===== config.mk =====
export PLATFORM = sky130hd
export DESIGN_NAME = conv_writeback_flat
export DESIGN_NICKNAME = d
export VERILOG_FILES = /design/src/rtl/conv_pkg.sv /design/src/rtl/conv_writeback_if.sv /design/src/rtl/conv_pair_fifo.sv /design/src/rtl/conv_writeback.sv /design/src/flat_wrapper.sv
export SDC_FILE = /design/constraint.sdc
export NUM_CORES = 1
export LEC_CHECK = 0
export ABC_AREA = 1
export CORE_UTILIZATION = 50
export CTS_BUF_LIST = sky130_fd_sc_hd__clkbuf_8 sky130_fd_sc_hd__clkbuf_16
export DETAILED_ROUTE_END_ITERATION = 10
export DONT_BUFFER_PORTS = 1
export PLACE_DENSITY = 0.61
export SYNTH_ARGS = -nofsm -noshare
export SYNTH_HDL_FRONTEND = slang
export SYNTH_SLANG_ARGS = --single-unit

===== constraint.sdc =====
create_clock -name i_clk -period 8.1 [get_ports i_clk]
set_clock_uncertainty 0.2 [all_clocks]
set_input_delay 1.215 -clock i_clk [delete_from_list [all_inputs] [get_ports i_clk]]
set_output_delay 1.215 -clock i_clk [all_outputs]
set_load 0.02 [all_outputs]

===== src/rtl/conv_pkg.sv =====
// rtl/conv_pkg.sv - shared widths, FSM states and result-pair type for the conv write-back stage
package conv_pkg;

    localparam int DATA_W = 8;
    localparam int ADDR_W = 10;

    typedef enum logic [1:0] {
        WB_IDLE,
        WB_WR1,
        WB_WR2
    } wb_state_t;

    typedef struct packed {
        logic [DATA_W-1:0] sum1;
        logic [ADDR_W-1:0] addr1;
        logic [DATA_W-1:0] sum2;
        logic [ADDR_W-1:0] addr2;
    } pair_t;

    function automatic logic [DATA_W-1:0] relu(input logic [DATA_W-1:0] v);
        return v[DATA_W-1] ? '0 : v;
    endfunction

endpackage


===== src/rtl/conv_writeback_if.sv =====
// rtl/conv_writeback_if.sv - result-pair input handshake and feature-map memory write bus
interface conv_writeback_if;
    import conv_pkg::*;

    logic              i_valid;
    logic [DATA_W-1:0] i_sum1;
    logic [DATA_W-1:0] i_sum2;
    logic [ADDR_W-1:0] i_dest_addr1;
    logic [ADDR_W-1:0] i_dest_addr2;
    logic              o_ready;
    logic              i_mem_busy;
    logic              o_mem_we;
    logic [ADDR_W-1:0] o_mem_addr;
    logic [DATA_W-1:0] o_mem_wdata;

    modport slave (
        input  i_valid, i_sum1, i_sum2, i_dest_addr1, i_dest_addr2, i_mem_busy,
        output o_ready, o_mem_we, o_mem_addr, o_mem_wdata
    );

    modport master (
        output i_valid, i_sum1, i_sum2, i_dest_addr1, i_dest_addr2, i_mem_busy,
        input  o_ready, o_mem_we, o_mem_addr, o_mem_wdata
    );

endinterface


===== src/rtl/conv_pair_fifo.sv =====
// rtl/conv_pair_fifo.sv - synchronous result-pair FIFO, extra pointer bit separates full from empty
module conv_pair_fifo
    import conv_pkg::*;
#(
    parameter int DEPTH = 4
) (
    input  logic                     clk,
    input  logic                     rst_n,
    input  logic                     push,
    input  logic                     pop,
    input  pair_t                    wdata,
    output pair_t                    rdata,
    output logic                     full,
    output logic                     empty,
    output logic [$clog2(DEPTH):0]   count
);

    localparam int AW = $clog2(DEPTH);

    logic [AW:0] wr_ptr_q, wr_ptr_d;
    logic [AW:0] rd_ptr_q, rd_ptr_d;
    pair_t       mem_q [DEPTH];
    pair_t       mem_d [DEPTH];
    logic        push_ok;
    logic        pop_ok;

    assign full    = (wr_ptr_q[AW] != rd_ptr_q[AW]) && (wr_ptr_q[AW-1:0] == rd_ptr_q[AW-1:0]);
    assign empty   = (wr_ptr_q == rd_ptr_q);
    assign count   = wr_ptr_q - rd_ptr_q;
    assign push_ok = push && !full;
    assign pop_ok  = pop && !empty;
    assign rdata   = mem_q[rd_ptr_q[AW-1:0]];

    always_comb begin
        wr_ptr_d = wr_ptr_q;
        rd_ptr_d = rd_ptr_q;
        mem_d    = mem_q;
        if (push_ok) begin
            mem_d[wr_ptr_q[AW-1:0]] = wdata;
            wr_ptr_d = wr_ptr_q + 1'b1;
        end
        if (pop_ok) begin
            rd_ptr_d = rd_ptr_q + 1'b1;
        end
    end

    always_ff @(posedge clk or negedge rst_n) begin
        if (!rst_n) begin
            wr_ptr_q <= '0;
            rd_ptr_q <= '0;
        end else begin
            wr_ptr_q <= wr_ptr_d;
            rd_ptr_q <= rd_ptr_d;
        end
    end

    // Payload storage needs no reset: it is only read while the pointers say it is valid.
    always_ff @(posedge clk) begin
        mem_q <= mem_d;
    end

endmodule


===== src/rtl/conv_writeback.sv =====
// rtl/conv_writeback.sv - queues result pairs and serialises them as memory writes; RELU_EN clamps negatives
module conv_writeback
    import conv_pkg::*;
#(
    parameter int DEPTH = 4
) (
    input  logic             i_clk,
    input  logic             i_rst_n,
    conv_writeback_if.slave  wb,
    output logic             o_idle,
    output logic             o_overflow
);

    localparam int CNT_W = $clog2(DEPTH) + 1;

    wb_state_t         state_q, state_d;
    pair_t             hold_q, hold_d;
    logic              we_q, we_d;
    logic [ADDR_W-1:0] addr_q, addr_d;
    logic [DATA_W-1:0] wdata_q, wdata_d;
    logic              ovf_q, ovf_d;
    logic              idle_q, idle_d;

    pair_t             in_pair;
    pair_t             head;
    pair_t             head_cond;
    logic              full;
    logic              empty;
    logic [CNT_W-1:0]  count;
    logic [CNT_W-1:0]  count_next;
    logic              push;
    logic              pop;
    logic              load;

    assign in_pair.sum1  = wb.i_sum1;
    assign in_pair.addr1 = wb.i_dest_addr1;
    assign in_pair.sum2  = wb.i_sum2;
    assign in_pair.addr2 = wb.i_dest_addr2;

    assign push       = wb.i_valid && !full;
    assign wb.o_ready = !full;

    conv_pair_fifo #(.DEPTH(DEPTH)) u_fifo (
        .clk   (i_clk),
        .rst_n (i_rst_n),
        .push  (push),
        .pop   (pop),
        .wdata (in_pair),
        .rdata (head),
        .full  (full),
        .empty (empty),
        .count (count)
    );

    always_comb begin
        head_cond = head;
`ifdef RELU_EN
        head_cond.sum1 = relu(head.sum1);
        head_cond.sum2 = relu(head.sum2);
`endif
    end

    always_comb begin
        state_d = state_q;
        hold_d  = hold_q;
        we_d    = we_q;
        addr_d  = addr_q;
        wdata_d = wdata_q;
        ovf_d   = ovf_q | (wb.i_valid && full);
        load    = 1'b0;

        case (state_q)
            WB_IDLE: begin
                we_d = 1'b0;
                load = !empty;
            end
            WB_WR1: begin
                if (!wb.i_mem_busy) begin
                    state_d = WB_WR2;
                    addr_d  = hold_q.addr2;
                    wdata_d = hold_q.sum2;
                end
            end
            WB_WR2: begin
                if (!wb.i_mem_busy) begin
                    if (!empty) begin
                        load = 1'b1;
                    end else begin
                        state_d = WB_IDLE;
                        we_d    = 1'b0;
                    end
                end
            end
            default: begin
                state_d = WB_IDLE;
                we_d    = 1'b0;
            end
        endcase

        // Popping straight out of WR2 keeps the write port busy with no idle bubble.
        pop = load;
        if (load) begin
            hold_d  = head_cond;
            state_d = WB_WR1;
            we_d    = 1'b1;
            addr_d  = head_cond.addr1;
            wdata_d = head_cond.sum1;
        end

        count_next = count + CNT_W'(push) - CNT_W'(pop);
        idle_d     = (state_d == WB_IDLE) && (count_next == '0);
    end

    always_ff @(posedge i_clk or negedge i_rst_n) begin
        if (!i_rst_n) begin
            state_q <= WB_IDLE;
            hold_q  <= '0;
            we_q    <= 1'b0;
            addr_q  <= '0;
            wdata_q <= '0;
            ovf_q   <= 1'b0;
            idle_q  <= 1'b1;
        end else begin
            state_q <= state_d;
            hold_q  <= hold_d;
            we_q    <= we_d;
            addr_q  <= addr_d;
            wdata_q <= wdata_d;
            ovf_q   <= ovf_d;
            idle_q  <= idle_d;
        end
    end

    assign wb.o_mem_we    = we_q;
    assign wb.o_mem_addr  = addr_q;
    assign wb.o_mem_wdata = wdata_q;
    assign o_idle         = idle_q;
    assign o_overflow     = ovf_q;

endmodule

===== src/flat_wrapper.sv =====
// flat-port wrapper written by rule: the top's interface ports become plain ports
module conv_writeback_flat import conv_pkg::*;
#(
    parameter int DEPTH = 4
)
  (i_clk, i_rst_n, o_idle, o_overflow, wb_i_valid, wb_i_sum1, wb_i_sum2, wb_i_dest_addr1, wb_i_dest_addr2, wb_i_mem_busy, wb_o_ready, wb_o_mem_we, wb_o_mem_addr, wb_o_mem_wdata);
  conv_writeback_if wb_i ();
  input  logic i_clk;
  input  logic i_rst_n;
  output logic o_idle;
  output logic o_overflow;
  input wire logic [$bits(wb_i.i_valid)-1:0] wb_i_valid;
  input wire logic [$bits(wb_i.i_sum1)-1:0] wb_i_sum1;
  input wire logic [$bits(wb_i.i_sum2)-1:0] wb_i_sum2;
  input wire logic [$bits(wb_i.i_dest_addr1)-1:0] wb_i_dest_addr1;
  input wire logic [$bits(wb_i.i_dest_addr2)-1:0] wb_i_dest_addr2;
  input wire logic [$bits(wb_i.i_mem_busy)-1:0] wb_i_mem_busy;
  output wire logic [$bits(wb_i.o_ready)-1:0] wb_o_ready;
  output wire logic [$bits(wb_i.o_mem_we)-1:0] wb_o_mem_we;
  output wire logic [$bits(wb_i.o_mem_addr)-1:0] wb_o_mem_addr;
  output wire logic [$bits(wb_i.o_mem_wdata)-1:0] wb_o_mem_wdata;
  assign wb_i.i_valid = wb_i_valid;
  assign wb_i.i_sum1 = wb_i_sum1;
  assign wb_i.i_sum2 = wb_i_sum2;
  assign wb_i.i_dest_addr1 = wb_i_dest_addr1;
  assign wb_i.i_dest_addr2 = wb_i_dest_addr2;
  assign wb_i.i_mem_busy = wb_i_mem_busy;
  assign wb_o_ready = wb_i.o_ready;
  assign wb_o_mem_we = wb_i.o_mem_we;
  assign wb_o_mem_addr = wb_i.o_mem_addr;
  assign wb_o_mem_wdata = wb_i.o_mem_wdata;
  conv_writeback #(.DEPTH(DEPTH)) u_core (.i_clk(i_clk), .i_rst_n(i_rst_n), .wb(wb_i), .o_idle(o_idle), .o_overflow(o_overflow));
endmodule

==> impl_metrics.tcl, run 1 <==
set metrics [dict create \
    status "finished, final reports clean" \
    dr_wl_met3_mm 1.09 \
    core_area_um2 15100 \
    track_usage_pct 21.7 \
    place.gp.congestion 0.840 \
    wl_per_cell_um 18.9 \
    dieArea_um2 16000 \
    critical_path_class "flip-flop to flip-flop" \
    drc 0 \
    postCtsHoldBufs 0 \
    setup_tns_ns 0 \
    viasPerCell 5.49 \
    worst_pin_slew_ns 1.19 \
    p_total_mw 3.51 \
    grt_start_max_net_pins 67 \
    mappedNetlistNets 703 \
    diodes 0 \
    irDropWorstVdd_mv 0.202 \
    regArea_um2 5500 \
    drive_gt1_share_pct 7.48 \
    final_max_slew_viol_count 0 \
    dpl.hpwl_mm 10.0 \
    wl_met2_mm 7.87 \
    final_net_count 691 \
    cts_buffer_depth 2 \
    cts.htree.levels 4 \
    cts_buffers 17 \
    cts_sinks 191 \
    port_buffers 0 \
    comb_power_share_pct 31.6 \
    syn_area_per_cell_um2 11.8 \
    p_per_area_nw_per_um2 415 \
    pre_cts_ws_ns 3.62 \
    fin_ws_ns 3.66 \
    root_buffer "clkbuf_16" \
    p_leak_nw 3.28 \
    ant_nets 0 \
    path_max_fanout 42 \
    max_clock_freq_mhz 225 \
    endpoint_kind "flip-flop" \
    seq_area_frac_synth_pct 71.1 \
    min_period_over_period_pct 54.9 \
    first_pass_iters 5 \
    multi_input_area_um2 1960 \
    grt_setup_unrepaired "false" \
    final_common_cell "nand2_1" \
    switchingPower_mw 1.31 \
    initial_core_util_pct 51.1 \
    vias 4629 \
    drt-total-wl_mm 16.0 \
    syn_area_um2 7740 \
    clock_latency_ns 0.43 \
    yosysUniqueCellTypes 32 \
    io_pins 62 \
    post_cts_buffers 0 \
    antenna_found_initial 1 \
    p_sw_share_pct 37.4 \
    grt_pass1_vias 4728 \
    min_period_ns 4.44 \
    topRoutingLayerUsed "met5" \
    ctsResizeCount 0 \
    die_w_um 126 \
    m1WireLength_mm 6.85 \
    cts_tree "yes" \
    area_growth_pct 9.21 \
    rows 45 \
    worstPathRequired_ns 8.26 \
    grt-ovfl-total 0 \
    seq_power_share_pct 44.1 \
    pwr-share-clk_pct 24.3 \
    clkSlewWorstSetupHoldPaths_ns 0.07 \
    setup_viol 0 \
    intPower_mw 2.20 \
    die_h_um 126 \
    hold-worst-slack_ns 0.282 \
    grt_pass1_wl_mm 25.7 \
    min_path_type "input pin to async pin" \
    ys_ff_latch 191 \
    syn-instance-count 654 \
    final_cell_mix "nand2_1 (161), edfxtp_1 (144), nand3_1 (58)" \
    drtIter0Drc 421 \
    maxCapViolations 0 \
    nFillCells 1258 \
    max_slew_margin_pct 20.5 \
    hold_viol_final 0 \
    arrival_ns 4.60 \
    ys_warn_count 0 \
    setup.worst_path.start_class "flip-flop" \
]
## power groups by stage
stage               Combinational [mW]  Sequential [mW]  Clock, mW
floorplan                        0.899             1.51          0
CTS                               1.13             1.55      0.866
global route                      1.27             1.57      0.901
global placement                  1.11             1.56          0
detailed placement                1.12             1.57          0
finish                            1.11             1.55      0.852
## metrics by stage
| stage | instances | instance area (um2) | utilization (%) |
|---|---|---|---|
| 6_report | 843 | 8450 | 55.8 |
| 3_5_place_dp | 811 | 7850 | 51.8 |
| 4_1_cts | 843 | 8450 | 55.8 |
| 3_3_place_gp | 811 | 7850 | 51.8 |
| 5_1_grt | 843 | 8450 | 55.8 |
| 2_1_floorplan | 654 | 7740 | - |
## synth_stat cells
cell	n	area share [%]
nand2_1	161	7.8
edfxtp_1	144	56
nand3_1	58	3.7
o21ai_0	55	3.6
nor2_1	53	2.6
dfrtp_1	46	15
inv_1	22	1.1
nand4_1	18	1.5
o22ai_1	18	1.5
clkbuf_1	15	0.73
buf_2	10	0.65
buf_4	8	0.78
ha_1	7	1.1
o211ai_1	7	0.68
o21ai_1	5	0.32
buf_6	3	0.44
inv_2	3	0.15
nand2_2	3	0.24
xnor2_1	3	0.34
fa_1	2	0.52
xor2_1	2	0.23
a21oi_2	1	0.11
buf_1	1	0.048
clkbuf_2	1	0.065
clkinv_1	1	0.048
dfstp_2	1	0.34
nand2_4	1	0.15
nand3_4	1	0.23
nand4_2	1	0.16
nor3_1	1	0.065
o21ai_2	1	0.11
o21bai_1	1	0.097
## area by class of cell
cell class / count / share of cell area [%]
Multi-Input combinational cell: 399 / 23.2
Clock buffer: 18 / 5.19
Inverter: 26 / 1.15
Timing Repair Buffer: 7 / 0.622
Clock inverter: 14 / 1.94
Tap cell: 188 / 2.78
Sequential cell: 191 / 65.1
## flip-flops by register name, summed over array words and instances, names as in the netlist
| register | cells |
|---|---|
| u_core.wb.o_mem_addr | 10 |
| u_core.u_fifo.mem_q | 144 |
| u_core.o_overflow | 1 |
| u_core.wb.o_mem_wdata | 8 |
| u_core.u_fifo.wr_ptr_q | 3 |
| u_core.o_idle | 1 |
| u_core.state_q | 2 |
| u_core.u_fifo.rd_ptr_q | 3 |
| u_core.hold_q | 18 |
| u_core.wb.o_mem_we | 1 |
## logic make-up after synthesis
| kind of cell | count (synthesis) | share of synthesized area, % |
|---|---|---|
| xor gates and xnor gates | 5 | 0.566 |
| and+or+nand+nor | 297 | 16.4 |
| DFF | 191 | 71.1 |
| AOI/OAI and AO/OA | 88 | 6.34 |
| adders and majority gates | 9 | 1.65 |
| buffers and inverters | 64 | 3.96 |
## final timing paths
path                                                       start  slack, ns  cells after the start                                  end
max reg2reg                u_core.u_fifo.rd_ptr_q[1]$_DFFE_PN0P_       3.66                     15              u_core.o_idle$_DFF_PN1_
max                        u_core.u_fifo.rd_ptr_q[1]$_DFFE_PN0P_       3.66                     15              u_core.o_idle$_DFF_PN1_
max in group asynchronous                                i_rst_n       7.24                      0              u_core.o_idle$_DFF_PN1_
min                                                      i_rst_n       0.28                      0  u_core.wb.o_mem_addr[4]$_DFFE_PN0P_
min in group i_clk                  u_core.hold_q[9]$_DFFE_PN0N_       0.29                      2         u_core.hold_q[9]$_DFFE_PN0N_
min reg2reg                         u_core.hold_q[9]$_DFFE_PN0N_       0.29                      2         u_core.hold_q[9]$_DFFE_PN0N_
## critical path, stage by stage (launching register included)
cell	delay, ns
dfrtp_1	0.38
inv_1	0.59
buf_4	0.35
nand2_1	0.07
nand2_1	0.14
nand3_4	0.24
nand2_4	0.44
inv_2	0.27
fa_1	0.49
fa_1	0.49
inv_1	0.05
ha_1	0.21
xnor2_1	0.16
xnor2_1	0.13
nand2_1	0.06
nor2_1	0.09
## per-layer routing
layer	track usage, %	up-vias
li1	-	2260
met2	34.8	94
met1	27.6	2259
met4	7.30	2
met3	7.34	14
met5	0	-
Power figures use the tool's default switching activity.
==> inputs of run 2 (changes only) <==
==> constraint.sdc (replaced) <==
create_clock -name i_clk -period 4.36 [get_ports i_clk]
set_clock_uncertainty 0.2 [all_clocks]
set_input_delay 0.654 -clock i_clk [delete_from_list [all_inputs] [get_ports i_clk]]
set_output_delay 0.654 -clock i_clk [all_outputs]
set_load 0.02 [all_outputs]
==> run 2 against run 1 <==
Global-route usage decreased by 0.26 points. Clock power increased by 77%. Die area unchanged. Sequential power increased by 84%. Total power increased by 85%. Count of clock-buffer cells in the layout decreased by 1. Non-clock buffer count increased by 4. Register-to-register slack got worse by 3.1 ns. Critical endpoint unchanged. Largest power group unchanged.
==> impl_metrics.tcl, run 2 (synthesis gave the netlist of run 1 again) <==
set metrics [dict create \
    status "finished, final reports clean" \
    setup_tns_ns 0 \
    min_period_ns 3.75 \
    critical_path_class "flip-flop to flip-flop" \
    cts_buffer_depth 2 \
    path_max_fanout 42 \
    drc 0 \
    rows 45 \
    track_usage_pct 21.4 \
    max_clock_freq_mhz 266 \
    worst-r2r-cell-count 14 \
    top_register "u_core.u_fifo.mem_q" \
    initial_core_util_pct 51.1 \
    utilization_pct 56.0 \
    die_h_um 126 \
    clock_latency_ns 0.43 \
    hold-worst-slack_ns 0.113 \
    grt_setup_unrepaired "false" \
    grt_pass1_vias 4594 \
    wl_per_cell_um 18.5 \
    drtIter0Drc 405 \
    die_w_um 126 \
    setup_viol 0 \
    worst_pin_slew_ns 0.844 \
    cts_buffers 17 \
    drt-total-wl_mm 15.7 \
    pre_cts_ws_ns 0.629 \
    cts.htree.levels 4 \
    min_period_over_period_pct 86.1 \
    min_path_type "input pin to flip-flop" \
    io_pins 62 \
    p_per_area_nw_per_um2 765 \
    cts_sinks 191 \
    met1_usage_pct 28.6 \
    ctsResizeCount 0 \
    first_pass_iters 5 \
    antenna_found_initial 0 \
    setup.worst_path.start_class "flip-flop" \
    post_cts_buffers 0 \
    use_met2_pct 34.2 \
    final_max_slew_viol_count 0 \
    diodes 0 \
    area_growth_pct 9.50 \
    vias 4711 \
    root_buffer "clkbuf_16" \
    dpl.hpwl_mm 9.29 \
    grt-ovfl-total 0 \
    worstPathRequired_ns 4.53 \
    max_slew_margin_pct 43.7 \
    final_cell_mix "nand2_1 (161), edfxtp_1 (144), nand3_1 (58)" \
    cts_tree "yes" \
    final_common_cell "nand2_1" \
    whs_path_depth 0 \
    largest_register_ffs 144 \
    arrival_ns 3.92 \
    p_leak_nw 3.28 \
    port_buffers 0 \
    irDropWorstVdd_mv 0.469 \
    core_area_um2 15100 \
    viasPerCell 5.56 \
    grt_busiest_layer "met2" \
    drive_gt1_share_pct 8.50 \
    hold_viol_final 0 \
    endpoint_kind "flip-flop" \
    grt_start_max_net_pins 82 \
    grtUsageMet3_pct 5.02 \
    ant_nets 0 \
    maxCapViolations 0 \
    dieArea_um2 16000 \
    fin_ws_ns 0.607 \
    final_net_count 695 \
    grt_pass1_wl_mm 25.3 \
    clkSlewWorstSetupHoldPaths_ns 0.07 \
    place.gp.congestion 0.822 \
    postCtsHoldBufs 2 \
]
## run 2: cell count changes in the layout (fill, tap and decap cells not counted)
cell | before | now
clkinv_1 | 1 | 2
buf_16 | 0 | 1
clkbuf_8 | 1 | 0
dlygate4sd3_1 | 0 | 1
inv_1 | 29 | 24
clkinv_4 | 0 | 3
inv_6 | 0 | 1
buf_4 | 7 | 9
clkinv_2 | 2 | 3
clkinvlp_4 | 1 | 2
inv_8 | 0 | 1
bufinv_16 | 4 | 2
## run 2: layer usage
layer | routed length, um | vias to the layer above
li1 | - | 2274
met1 | 7030 | 2320
met2 | 7680 | 97
met3 | 705 | 20
met4 | 252 | 0
met5 | 0 | -
## run 2: layout make-up
class	instances	area, um2
Timing Repair Buffer	11	105
Inverter	26	97.6
Multi-Input combinational cell	399	1960
Tap cell	188	235
Fill cell	1214	6670
Clock inverter	15	148
Clock buffer	17	425
Sequential cell	191	5500
## run 2: worst paths after layout
check	start	end	slack (ns)
setup / recovery	u_core.u_fifo.wr_ptr_q[1]$_DFFE_PN0P_	u_core.o_idle$_DFF_PN1_	0.61
hold / removal	wb_i_dest_addr2[0]	u_core.u_fifo.mem_q[0]$_DFFE_PP_	0.11
setup reg to reg	u_core.u_fifo.wr_ptr_q[1]$_DFFE_PN0P_	u_core.o_idle$_DFF_PN1_	0.61
hold reg to reg	u_core.hold_q[12]$_DFFE_PN0N_	u_core.hold_q[12]$_DFFE_PN0N_	0.29
max in group asynchronous	i_rst_n	u_core.o_idle$_DFF_PN1_	3.17
min in group asynchronous	i_rst_n	u_core.u_fifo.wr_ptr_q[1]$_DFFE_PN0P_	0.52
## run 2: through the flow
step	power, mW	instances	instance area, um2
floorplan	4.47	654	7740
global placement	4.97	813	7870
detailed placement	5.02	813	7870
CTS	6.54	847	8480
global route	6.94	847	8480
finish	6.49	847	8480
## run 2: worst max-delay path: stages, from the launching register on
cell and delay [ns]:
dfrtp_1 0.44, inv_1 0.17, nand2_1 0.08, nand2_1 0.13, nand3_4 0.24, nand2_4 0.44
inv_2 0.27, fa_1 0.50, fa_1 0.49, inv_1 0.04, ha_1 0.21, xnor2_1 0.18
xnor2_1 0.14, nand2_1 0.07, nor2_1 0.09
## run 2: where the power goes
| part | internal (mW) | total, mW | switching, mW |
|---|---|---|---|
| combinational | 0.643 | 2.12 | 1.48 |
| clock | 0.842 | 1.51 | 0.667 |
| sequential | 2.49 | 2.85 | 0.357 |
==> inputs of run 3 (changes only) <==
--- a/config.mk
+++ b/config.mk
@@ -11,6 +11,7 @@
 export DETAILED_ROUTE_END_ITERATION = 10
 export DONT_BUFFER_PORTS = 1
 export PLACE_DENSITY = 0.61
+export SETUP_SLACK_MARGIN = 0.15
 export SYNTH_ARGS = -nofsm -noshare
 export SYNTH_HDL_FRONTEND = slang
 export SYNTH_SLANG_ARGS = --single-unit
==> results of run 3 <==
The final DEF is identical to that of run 2; final timing and power are the same.
